**config.mk**
```make
export PLATFORM = sky130hd
export DESIGN_NAME = i281_step_ctrl
export DESIGN_NICKNAME = d
export VERILOG_FILES = /design/src/rtl/i281_step_ctrl.sv
export SDC_FILE = /design/constraint.sdc
export NUM_CORES = 1
export LEC_CHECK = 0
export CAP_MARGIN = 20
export CORE_MARGIN = 4
export CORE_UTILIZATION = 42
export DETAILED_ROUTE_END_ITERATION = 16
export SLEW_MARGIN = 20
export SYNTH_ARGS = -nofsm -noshare
export SYNTH_HDL_FRONTEND = slang
export SYNTH_SLANG_ARGS = --single-unit
```
**constraint.sdc**
```tcl
create_clock -name clock -period 6.25 [get_ports clock]
set_clock_uncertainty 0.2 [all_clocks]
set_input_delay 0.9375 -clock clock [delete_from_list [all_inputs] [get_ports clock]]
set_output_delay 0.9375 -clock clock [all_outputs]
set_load 0.05 [all_outputs]
```
**src/rtl/i281_step_ctrl.sv**
```systemverilog
// Step/run controller for the i281 CPU: debounced step and run buttons, a run-mode
// clock divider and a synchronized switch bank. Optional breakpoint halt: I281_BREAKPOINT_EN.
module i281_step_ctrl #(
  parameter int DEBOUNCE_CYCLES = 4,
  parameter int RUN_DIV         = 8
) (
  input  logic        clock,
  input  logic        reset,
  input  logic        btn_step,
  input  logic        btn_run,
  input  logic [15:0] switches_in,
  input  logic [5:0]  current_pc,
  input  logic [5:0]  bp_addr,
  output logic        cpu_en,
  output logic [15:0] switches,
  output logic        running,
  output logic        halted
);

  typedef enum logic [1:0] {IDLE, RUN, HALT} state_t;

  localparam logic [15:0] DB_LAST  = 16'(DEBOUNCE_CYCLES - 1);
  localparam logic [15:0] DIV_LAST = 16'(RUN_DIV - 1);
  localparam logic [15:0] DIV_PRE  = 16'(RUN_DIV - 2);

  // Bit 0 carries the step button, bit 1 the run button.
  logic [1:0]       sync1_q, sync1_d;
  logic [1:0]       sync2_q, sync2_d;
  logic [1:0]       level_q, level_d;
  logic [1:0]       prev_q, prev_d;
  logic [1:0][15:0] db_cnt_q, db_cnt_d;
  logic [15:0]      sw1_q, sw1_d;
  logic [15:0]      sw2_q, sw2_d;

  state_t      state_q, state_d;
  logic [15:0] div_q, div_d;
  logic        resume_q, resume_d;
  logic        cpu_en_q, cpu_en_d;
  logic        running_q, running_d;
  logic        halted_q, halted_d;

  logic [1:0] press;
  logic       step_ev;
  logic       run_ev;

  always_comb begin
    sync1_d  = {btn_run, btn_step};
    sync2_d  = sync1_q;
    sw1_d    = switches_in;
    sw2_d    = sw1_q;
    prev_d   = level_q;
    level_d  = level_q;
    db_cnt_d = db_cnt_q;
    // The level flips on the last of DEBOUNCE_CYCLES consecutive disagreeing samples.
    for (int i = 0; i < 2; i++) begin
      if (sync2_q[i] != level_q[i]) begin
        if (db_cnt_q[i] == DB_LAST) begin
          level_d[i]  = sync2_q[i];
          db_cnt_d[i] = '0;
        end else begin
          db_cnt_d[i] = db_cnt_q[i] + 16'd1;
        end
      end else begin
        db_cnt_d[i] = '0;
      end
    end
  end

  assign press   = level_q & ~prev_q;
  assign step_ev = press[0];
  assign run_ev  = press[1];

  // cpu_en is decided one cycle early so the registered pulse lines up with div_q == RUN_DIV-1.
  always_comb begin
    state_d  = state_q;
    div_d    = div_q;
    resume_d = resume_q;
    cpu_en_d = 1'b0;
    case (state_q)
      IDLE: begin
        if (run_ev) begin
          state_d = RUN;
          div_d   = '0;
        end else if (step_ev) begin
          cpu_en_d = 1'b1;
        end
      end
      RUN: begin
        if (run_ev) begin
          state_d = IDLE;
          div_d   = '0;
        end else begin
          div_d = (div_q == DIV_LAST) ? 16'd0 : div_q + 16'd1;
          if (div_q == DIV_PRE) begin
`ifdef I281_BREAKPOINT_EN
            resume_d = 1'b0;
            if ((current_pc == bp_addr) && !resume_q) begin
              state_d = HALT;
              div_d   = '0;
            end else begin
              cpu_en_d = 1'b1;
            end
`else
            cpu_en_d = 1'b1;
`endif
          end
        end
      end
      HALT: begin
`ifdef I281_BREAKPOINT_EN
        if (run_ev) begin
          state_d  = RUN;
          div_d    = '0;
          resume_d = 1'b1;
        end else if (step_ev) begin
          state_d  = IDLE;
          cpu_en_d = 1'b1;
        end
`else
        state_d = IDLE;
`endif
      end
      default: state_d = IDLE;
    endcase

    running_d = (state_d == RUN);
`ifdef I281_BREAKPOINT_EN
    halted_d = (state_d == HALT);
`else
    halted_d = 1'b0;
`endif
  end

`ifndef I281_BREAKPOINT_EN
  logic unused_bp;
  assign unused_bp = ^{bp_addr, current_pc};
`endif

  always_ff @(posedge clock or posedge reset) begin
    if (reset) begin
      sync1_q   <= '0;
      sync2_q   <= '0;
      level_q   <= '0;
      prev_q    <= '0;
      db_cnt_q  <= '0;
      sw1_q     <= '0;
      sw2_q     <= '0;
      state_q   <= IDLE;
      div_q     <= '0;
      resume_q  <= 1'b0;
      cpu_en_q  <= 1'b0;
      running_q <= 1'b0;
      halted_q  <= 1'b0;
    end else begin
      sync1_q   <= sync1_d;
      sync2_q   <= sync2_d;
      level_q   <= level_d;
      prev_q    <= prev_d;
      db_cnt_q  <= db_cnt_d;
      sw1_q     <= sw1_d;
      sw2_q     <= sw2_d;
      state_q   <= state_d;
      div_q     <= div_d;
      resume_q  <= resume_d;
      cpu_en_q  <= cpu_en_d;
      running_q <= running_d;
      halted_q  <= halted_d;
    end
  end

  assign cpu_en   = cpu_en_q;
  assign switches = sw2_q;
  assign running  = running_q;
  assign halted   = halted_q;

endmodule

```
### Yosys cells after proc, flatten, opt, wreduce, memory -nomap -nowiden

Cells that the tools add are included.
Widths: inputs -> output; s select.

| storage, ports and cells | value |
|---|---|
| register bits | 92 |
| input bits | 32 |
| output and inout port bits | 19 |
| logic and storage cells | 48 |

| cells by class | value |
|---|---|
| add/sub/neg operators | 3 |
| eq/ne operators | 9 |
| mux-type cells | 16 |
| bitwise logic cells | 2 |
| reduce and logical (&&, ||, !) cells | 5 |

Operator list:

| cell | number |
|---|---|
| $mux 16 | 7 |
| $add 16x1->16 const B | 3 |
| $eq 16x2->1 const B | 2 |
| $eq 16x3->1 const B | 2 |
| $pmux 16 s2 | 1 |
| $reduce_and 2->1 | 3 |
| $eq 2x1->1 const B | 2 |
| $mux 1 | 4 |
| $mux 2 | 2 |
| $pmux 2 s2 | 1 |
| $and 2x2->2 | 1 |
| $logic_not 2->1 | 1 |
| $ne 1x1->1 | 2 |
| $ne 2x2->1 const B | 1 |
| $not 2->2 | 1 |
| $pmux 1 s2 | 1 |
| $reduce_bool 2->1 | 1 |

### Logic depth before layout (Yosys ltp)

Gate-level depths: netlist (run 1).

| logic depth | value |
|---|---|
| depth after elaboration | 5 |
| mapped depth | 7 |
| depth with buffers taken out | 6 |

### Least setup slack after synthesis (run 1)

No wires, ideal clock.

| timing path | value |
|---|---|
| kind | register to register |
| start | register div_q[0] |
| end | register div_q[15] |
| setup time | 69 ps |
| data arrival time | 1,862 ps |
| required time | 5,981 ps |
| path slack | 4,119 ps |
| stages on the path, launching flop included | 7 |
| path buffers | 0 |
| clock period less this slack | 2,131 ps |
| cells stage by stage | dfrtp_1 -> ha_1 -> or3b_2 -> nor4_4 -> or4b_4 -> or3_1 -> nand3_1 |

| between the ends | value |
|---|---|
| cells in the longest elaborated chain, start to end | 4 |
| elaborated cells on any way between the ends | 5 |
| classes of those cells | 1 x add/sub; 1 x eq/ne; 3 x mux |

RTL lines:

| what | line | text |
|---|---|---|
| start: declaration | 36 | `logic [15:0] div_q, div_d;` |
| start signal: assignment | 163 | `div_q <= div_d;` |
| $add 16x1->16 / $eq 16x3->1 (equally long branches) | 93 | `div_d = (div_q == DIV_LAST) ? 16'd0 : div_q + 16'd1;` |
| $mux 16 (*) | 93 |  |
| $mux 16 (*) | 89 | `if (run_ev) begin` |
| $pmux 16 s2 (*) | 79 | `case (state_q)` |

Every way passes the cells marked *; elsewhere a longest branch is shown, timed or not.
A chain may end at the register's enable or synchronous reset.

### Worst setup path after layout (run 1)

| timing path | value |
|---|---|
| start | register sw2_q[15], in the netlist switches[15] |
| end | output port switches[15] |

RTL lines:

| what | line | text |
|---|---|---|
| start: declaration | 33 | `logic [15:0] sw2_q, sw2_d;` |
| start signal: assignment | 161 | `sw2_q <= sw2_d;` |
| end: declaration | 15 | `output logic [15:0] switches,` |

No word-level cell between the ends.

==> impl_metrics.ini, run 1 <==
[hold_path]
worst_hold_start = sw1_q[1]$_DFF_PP0_
worst_hold_path.num_cells = 0
hold_path_class = reg -> reg
hold-path-endpoint = switches[1]$_DFF_PP0_

[floorplan]
design.core.area_sq_um = 8380
dieArea_sq_um = 10300
io_pins = 51
num_rows = 33
dieWidth_um = 102
effective_utilization_at_floorplan_pct = 43.9
die_h_um = 102

[pwr]
switching_power_mw = 0.438
power_density_over_cell_area_nw_per_um2 = 306
ir_drop_v = 0.000171
switching_part_of_the_total_power_pct = 32.9
power.share.clock_pct = 29.1
power.leakage_nw = 1.83
power.share.combinational_pct = 19.4
power.sequential.fraction_pct = 51.6
power_report.internal_total_mw = 0.892

[synth]
async_reset_ff_share_pct = 100
ys.flop_type = dfrtp_1
yosys.area.top_type_share_pct = 62.6
postSynthAreaPerCell_sq_um = 11.5
synth.area.top_cells = dfrtp_1 (63%), xor2_1 (3.8%), nor2_1 (3.6%)
synthSimpleGateAreaFrac_pct = 19.8
seq_area_frac_synth_pct = 62.6
warnings_synthesis = 0
synth-edff-count = 0
syn-instance-count = 319
ys_seq_elements = 92
yosys.area_share.adder_pct = 1.36
synth_compound_area_share_pct = 7.73
post_synth_instance_area_sq_um = 3680
dominant_combinational_cell_family_by_area_after_synthesis = simple AND/OR/NAND/NOR gates
post_synth_xor_area_fraction_pct = 5.72
muxShareOfSynthArea_pct = 0.613
yosysTopAreaCell = dfrtp_1
netlist-cell-type-count = 40

[cells_and_area]
final_util_pct = 51.8
final_common_cell = dfrtp_1
layout_common_cells = dfrtp_1 (92), clkdlybuf4s50_1 (37), nor2_1 (35), nand2_1 (23), nand3_1 (17)
finalNetCount = 398
area.growth.synth_to_final_pct = 18.1
antenna_cells_inserted = 0
share_of_layout_cells_above_drive_strength_1_pct = 8.17

[worst_setup_path]
setup.reg_to_reg.worst_slack_ps = 3740
crit_required_ps = 5110
worst_setup_path_end_kind = primary output
worst_setup_start_kind = register
depth_of_the_worst_register_to_register_path = 7
cp_data_arrival_time_ps = 1510
critPathMaxFanout = 1
critPathBufInv = 1
cp.depth = 1
worstReg2RegStart = div_q[0]$_DFFE_PP0P_
crit_path_max_incr_delay_ps = 800
cpMaxStageDelayCell = clkdlybuf4s50_1
timing.critical_path.max_delay_family = buffers and inverters
crit-reg2reg-capture = div_q[8]$_DFFE_PP0P_
critPathKind = reg -> out
critical_path.cell_chain = clkdlybuf4s50_1

[cts]
cts.sinks = 92
clock_tree_from_tritoncts = done
holdBufCountCts = 0
clock_tree.buffer_depth = 2
worst_skew_pair.late_latency_ps = 360
clkSlewWorstSetupHoldPaths_ps = 100
postCtsSetupBuffers = 0
htree_num_levels = 3
cts-resized-gates = 0
cts_buffers = 9
ctsRootBufferMaster = clkbuf_8

[detailed_routing]
wl_per_cell_um = 13.9
finalWirelength_um = 6580
drt-vias-per-instance = 5.22
vias = 2462
drt-initial-drc-count = 104
detail_route.first_pass.iterations = 4
drc = 0
antenna_left = 0

[placement]
dp.final_hpwl_um = 4280
place_ws_ps = 3460
finalWeightedCongestion = 0.784
port_buffers = 37

[sta]
setup_repair_after_global_routing_missed_its_margin = no
fin_crit_ps = 2640
finalSetupTns_ps = 0
worst-slew-pin-transition_ps = 722
clock.fmax_ghz = 0.378
hold_ws_ps = 155
max_slew_margin_pct = 51.9
fin_crit_sh_pct = 42.3
setup_slack_ps = 3610
setup_viol_count_final = 0
timing_max_transition_violations_final = 0
hold_viol = 0

[status]
status = finished, final reports clean

[global_route]
first_global_vias = 2439
grt_overflow_total = 0
grtUsageTotal_pct = 14.1
pin_count_of_the_biggest_net_entering_global_routing = 61
grt_first_pass_wirelength_um = 11500
grt_antenna_before_repair = 0

[run]
timing.max_cap.violations = 0
-- power groups by stage --
stage                     clock network (mW)  registers (mW)  logic [mW]
after floorplan                            0           0.726       0.156
after global placement                     0           0.697       0.257
after detailed placement                   0           0.698       0.259
after CTS                              0.401           0.686       0.260
after global routing                   0.425           0.695       0.289
final                                  0.387           0.686       0.258
-- final cells by class --
class | instances | area, sq um
clock buffer | 9 | 124
clock inverter | 7 | 67.6
fill | 753 | 4040
inverter | 7 | 28.8
multi-input combinational | 213 | 1300
sequential | 92 | 2300
tap | 105 | 131
timing repair buffer | 39 | 385
-- Yosys cell counts, drive strengths merged, types with 4 or more instances --
cell and number:
dfrtp 92, nor2 35, nand2 23, nand3 17, xor2 16, o21ai 14
a21oi 13, a31oi 13, nand4 13, or3 10, xnor2 8, and3 7
inv 7, nor4 7, clkbuf 5, ha 4, nor3 4
-- worst max-delay path by stage --
stage                                       from                      to
after global routing       switches[2]$_DFF_PP0_             switches[2]
after detailed placement                   reset  db_cnt_q[30]$_DFF_PP0_
after CTS                 switches[10]$_DFF_PP0_            switches[10]
after floorplan                            reset        cpu_en$_DFF_PP0_
after global placement                     reset  switches[12]$_DFF_PP0_
final                     switches[15]$_DFF_PP0_            switches[15]
-- logic make-up after synthesis --
kind of cell | Yosys count
simple gates | 134
flops | 92
compound gates | 47
xor+xnor | 24
buf+inv | 15
fa+ha+maj | 4
mux | 2
other cells | 1
-- metrics by stage --
| stage | area (sq um) | instances | power (mW) |
|---|---|---|---|
| 2_1_floorplan | 3680 | 320 | 0.882 |
| 3_3_place_gp | 4150 | 456 | 0.953 |
| 3_5_place_dp | 4150 | 456 | 0.957 |
| 4_1_cts | 4340 | 472 | 1.35 |
| 5_1_grt | 4340 | 472 | 1.41 |
| 6_report | 4340 | 472 | 1.33 |
-- routing by layer --
metal | vias to the layer above | wire length, um | part of all wire [%] | track usage (%)
met5 | - | 0 | 0 | 0
met4 | 0 | 108 | 1.6 | 5.73
met3 | 11 | 340 | 5.2 | 4.13
met2 | 57 | 2940 | 45 | 21.4
met1 | 1180 | 3180 | 48 | 19.1
li1 | 1214 | - | - | -
-- flip-flops by register name, summed over array words and instances, names as in the netlist --
name and flops:
sw1_q 16, div_q 16, sync1_q 2, cpu_en 1
prev_q 2, running 1, sync2_q 2, level_q 2
state_q 2, switches 16, db_cnt_q 32
Note: power is estimated with default switching activity, not from simulation.
==> run 2, diff against run 1 <==
--- a/config.mk
+++ b/config.mk
@@ -9,6 +9,7 @@
 export CORE_MARGIN = 4
 export CORE_UTILIZATION = 42
 export DETAILED_ROUTE_END_ITERATION = 16
+export PLACE_DENSITY = 0.66
 export SLEW_MARGIN = 20
 export SYNTH_ARGS = -nofsm -noshare
 export SYNTH_HDL_FRONTEND = slang
==> constraint.sdc (replaced) <==
create_clock -name clock -period 2.15 [get_ports clock]
set_clock_uncertainty 0.2 [all_clocks]
set_input_delay 0.3225 -clock clock [delete_from_list [all_inputs] [get_ports clock]]
set_output_delay 0.3225 -clock clock [all_outputs]
set_load 0.05 [all_outputs]
==> run 2 against run 1 <==
  * The run now ends with negative setup slack left
  * Clock power grew to 3.2 times the previous value
  * Core utilization is 4.7 points higher
  * Global-route usage is 0.79 points higher
  * Worst hold slack got worse by 2.1 ps
  * Largest cell class unchanged
==> impl_metrics.ini, run 2 (same netlist as run 1, synthesis figures left out) <==
[status]
status = complete, but fails checks
violated_checks = negative setup slack

[cts]
worst_skew_pair.late_latency_ps = 370
htree_num_levels = 3
clock_tree_from_tritoncts = done
clkSlewWorstSetupHoldPaths_ps = 100
clock_tree.buffer_depth = 2
cts_buffers = 9
holdBufCountCts = 0
cts.sinks = 92
ctsRootBufferMaster = clkbuf_8

[cells_and_area]
instances_no_fill = 510
area.growth.synth_to_final_pct = 28.7
final_util_pct = 56.5
antenna_cells_inserted = 0
max_flop_register = db_cnt_q
final_common_cell = dfrtp_1
share_of_layout_cells_above_drive_strength_1_pct = 19.3
layout_common_cells = dfrtp_1 (92), clkdlybuf4s50_1 (37), buf_4 (37), nor2_1 (35), nand2_1 (21)
largest_register_ff_count = 32
postLayoutCellArea_sq_um = 4730
filler_cell_count = 694
finalNetCount = 436

[pwr]
power.leakage_nw = 2.05
ir_drop_v = 0.000638
power_density_over_cell_area_nw_per_um2 = 892
power.total_mw = 4.22

[hold_path]
hold-path-endpoint = switches[1]$_DFF_PP0_
worst_hold_path.num_cells = 0
hold_path_class = reg -> reg
worst_hold_start = sw1_q[1]$_DFF_PP0_

[worst_setup_path]
crit_required_ps = 2250
setup.reg_to_reg.worst_slack_ps = -90
critPathBufInv = 1
depth_of_the_worst_register_to_register_path = 7
timing.critical_path.max_delay_family = simple AND/OR/NAND/NOR gates
crit_path_max_incr_delay_ps = 530
cp_data_arrival_time_ps = 2340
critical_path.cell_chain = ha_2, or3b_4, nor4_4, buf_4, or4b_4, or3_1, o21ai_1
critPathMaxFanout = 5
crit-reg2reg-capture = div_q[14]$_DFFE_PP0P_
worstReg2RegStart = div_q[0]$_DFFE_PP0P_
worst_setup_path_end_kind = register
worst_setup_start_kind = register
cpMaxStageDelayCell = or4b_4
critPathKind = reg -> reg

[detailed_routing]
detail_route.first_pass.iterations = 4
vias = 2656
finalWirelength_um = 7050
wl_per_cell_um = 13.8
antenna_left = 0
drt-vias-per-instance = 5.21
drt-initial-drc-count = 141
drc = 0

[global_route]
grt_first_pass_wirelength_um = 12100
grt_antenna_before_repair = 0
first_global_vias = 2639
grt_overflow_total = 0
pin_count_of_the_biggest_net_entering_global_routing = 93
grtUsageTotal_pct = 14.9

[run]
timing.max_cap.violations = 0

[floorplan]
dieArea_sq_um = 10300
die_h_um = 102
io_pins = 51
num_rows = 33
effective_utilization_at_floorplan_pct = 43.9
design.core.area_sq_um = 8380
dieWidth_um = 102

[placement]
finalWeightedCongestion = 0.815
detailed_place.area_sq_um = 4400
port_buffers = 37
dp.final_hpwl_um = 4510
dpl.cell_count = 488
place_ws_ps = -428

[sta]
fin_crit_sh_pct = 104
clock.fmax_ghz = 0.446
setup_repair_after_global_routing_missed_its_margin = yes
setup_viol_count_final = 10
hold_ws_ps = 153
hold_viol = 0
fin_crit_ps = 2240
timing_max_transition_violations_final = 0
worst-slew-pin-transition_ps = 517
max_slew_margin_pct = 65.4
setup_slack_ps = -90.1
finalSetupTns_ps = -329
[run 2: cell types whose count changed in the layout (fill, tap and decap cells not counted), moves of 2 or more]
cell / before / now
a21oi_1: 13 / 11
a21oi_2: 0 / 2
buf_4: 2 / 37
inv_6: 1 / 3
nand2_1: 23 / 21
nand2_2: 0 / 2
nor4b_4: 0 / 2
o21ai_1: 7 / 5
o21ai_2: 0 / 2
[run 2: final cells by class]
cell class | instances | area [sq um] | share of cell area [%]
clock inverter | 7 | 87.6 | 1.85
timing repair buffer | 76 | 679 | 14.4
clock buffer | 9 | 124 | 2.62
sequential | 92 | 2300 | 48.7
inverter | 7 | 30.0 | 0.635
tap | 105 | 131 | 2.78
multi-input combinational | 214 | 1380 | 29.1
[run 2: how the worst max path moves through the flow]
stage	from	end	slack [ps]	depth (start not counted)
2_1_floorplan	div_q[0]$_DFFE_PP0P_	div_q[15]$_DFFE_PP0P_	20	6
3_3_place_gp	div_q[0]$_DFFE_PP0P_	div_q[10]$_DFFE_PP0P_	-360	7
3_5_place_dp	div_q[0]$_DFFE_PP0P_	div_q[13]$_DFFE_PP0P_	-430	7
4_1_cts	div_q[0]$_DFFE_PP0P_	div_q[14]$_DFFE_PP0P_	-70	7
5_1_grt	div_q[5]$_DFFE_PP0P_	div_q[6]$_DFFE_PP0P_	-160	7
6_report	div_q[0]$_DFFE_PP0P_	div_q[14]$_DFFE_PP0P_	-90	7
[run 2: timing repair]
action | 4_1_cts | 5_1_grt
endpoints found under the setup margin | 13 | 16
setup buffers | 4 | 2
hold endpoints to repair | 0 | 0
gates cloned | 1 | 0
resized for setup | 7 | 7
pin swaps | 8 | 5
[run 2: power breakdown]
| part | leakage, nW | internal (mW) | switching (mW) |
|---|---|---|---|
| Sequential | 1.18 | 1.88 | 0.0891 |
| Clock | 0.109 | 0.568 | 0.668 |
| Combinational | 0.761 | 0.434 | 0.580 |
| Total | 2.05 | 2.88 | 1.34 |
[run 2: routing by layer]
metal | part of all wire [%] | wire (um) | global-route usage, %
met1 | 46 | 3270 | 20.0
met5 | 0 | 0 | 0
met3 | 6.4 | 453 | 4.68
met4 | 2.3 | 161 | 6.95
met2 | 45 | 3170 | 22.2
[run 2: worst register-to-register path, cell delays in order (launching register included)]
cell and delay [ps]:
dfrtp_1 390, ha_2 190, or3b_4 240, nor4_4 50
buf_4 130, or4b_4 530, or3_1 370, o21ai_1 80
==> run 3, diff against run 2 <==
--- a/config.mk
+++ b/config.mk
@@ -5,7 +5,6 @@
 export SDC_FILE = /design/constraint.sdc
 export NUM_CORES = 1
 export LEC_CHECK = 0
-export CAP_MARGIN = 20
 export CORE_MARGIN = 4
 export CORE_UTILIZATION = 42
 export DETAILED_ROUTE_END_ITERATION = 16
==> results of run 3 <==
Same layout as run 2: the final DEF is identical, and so are final timing and power.
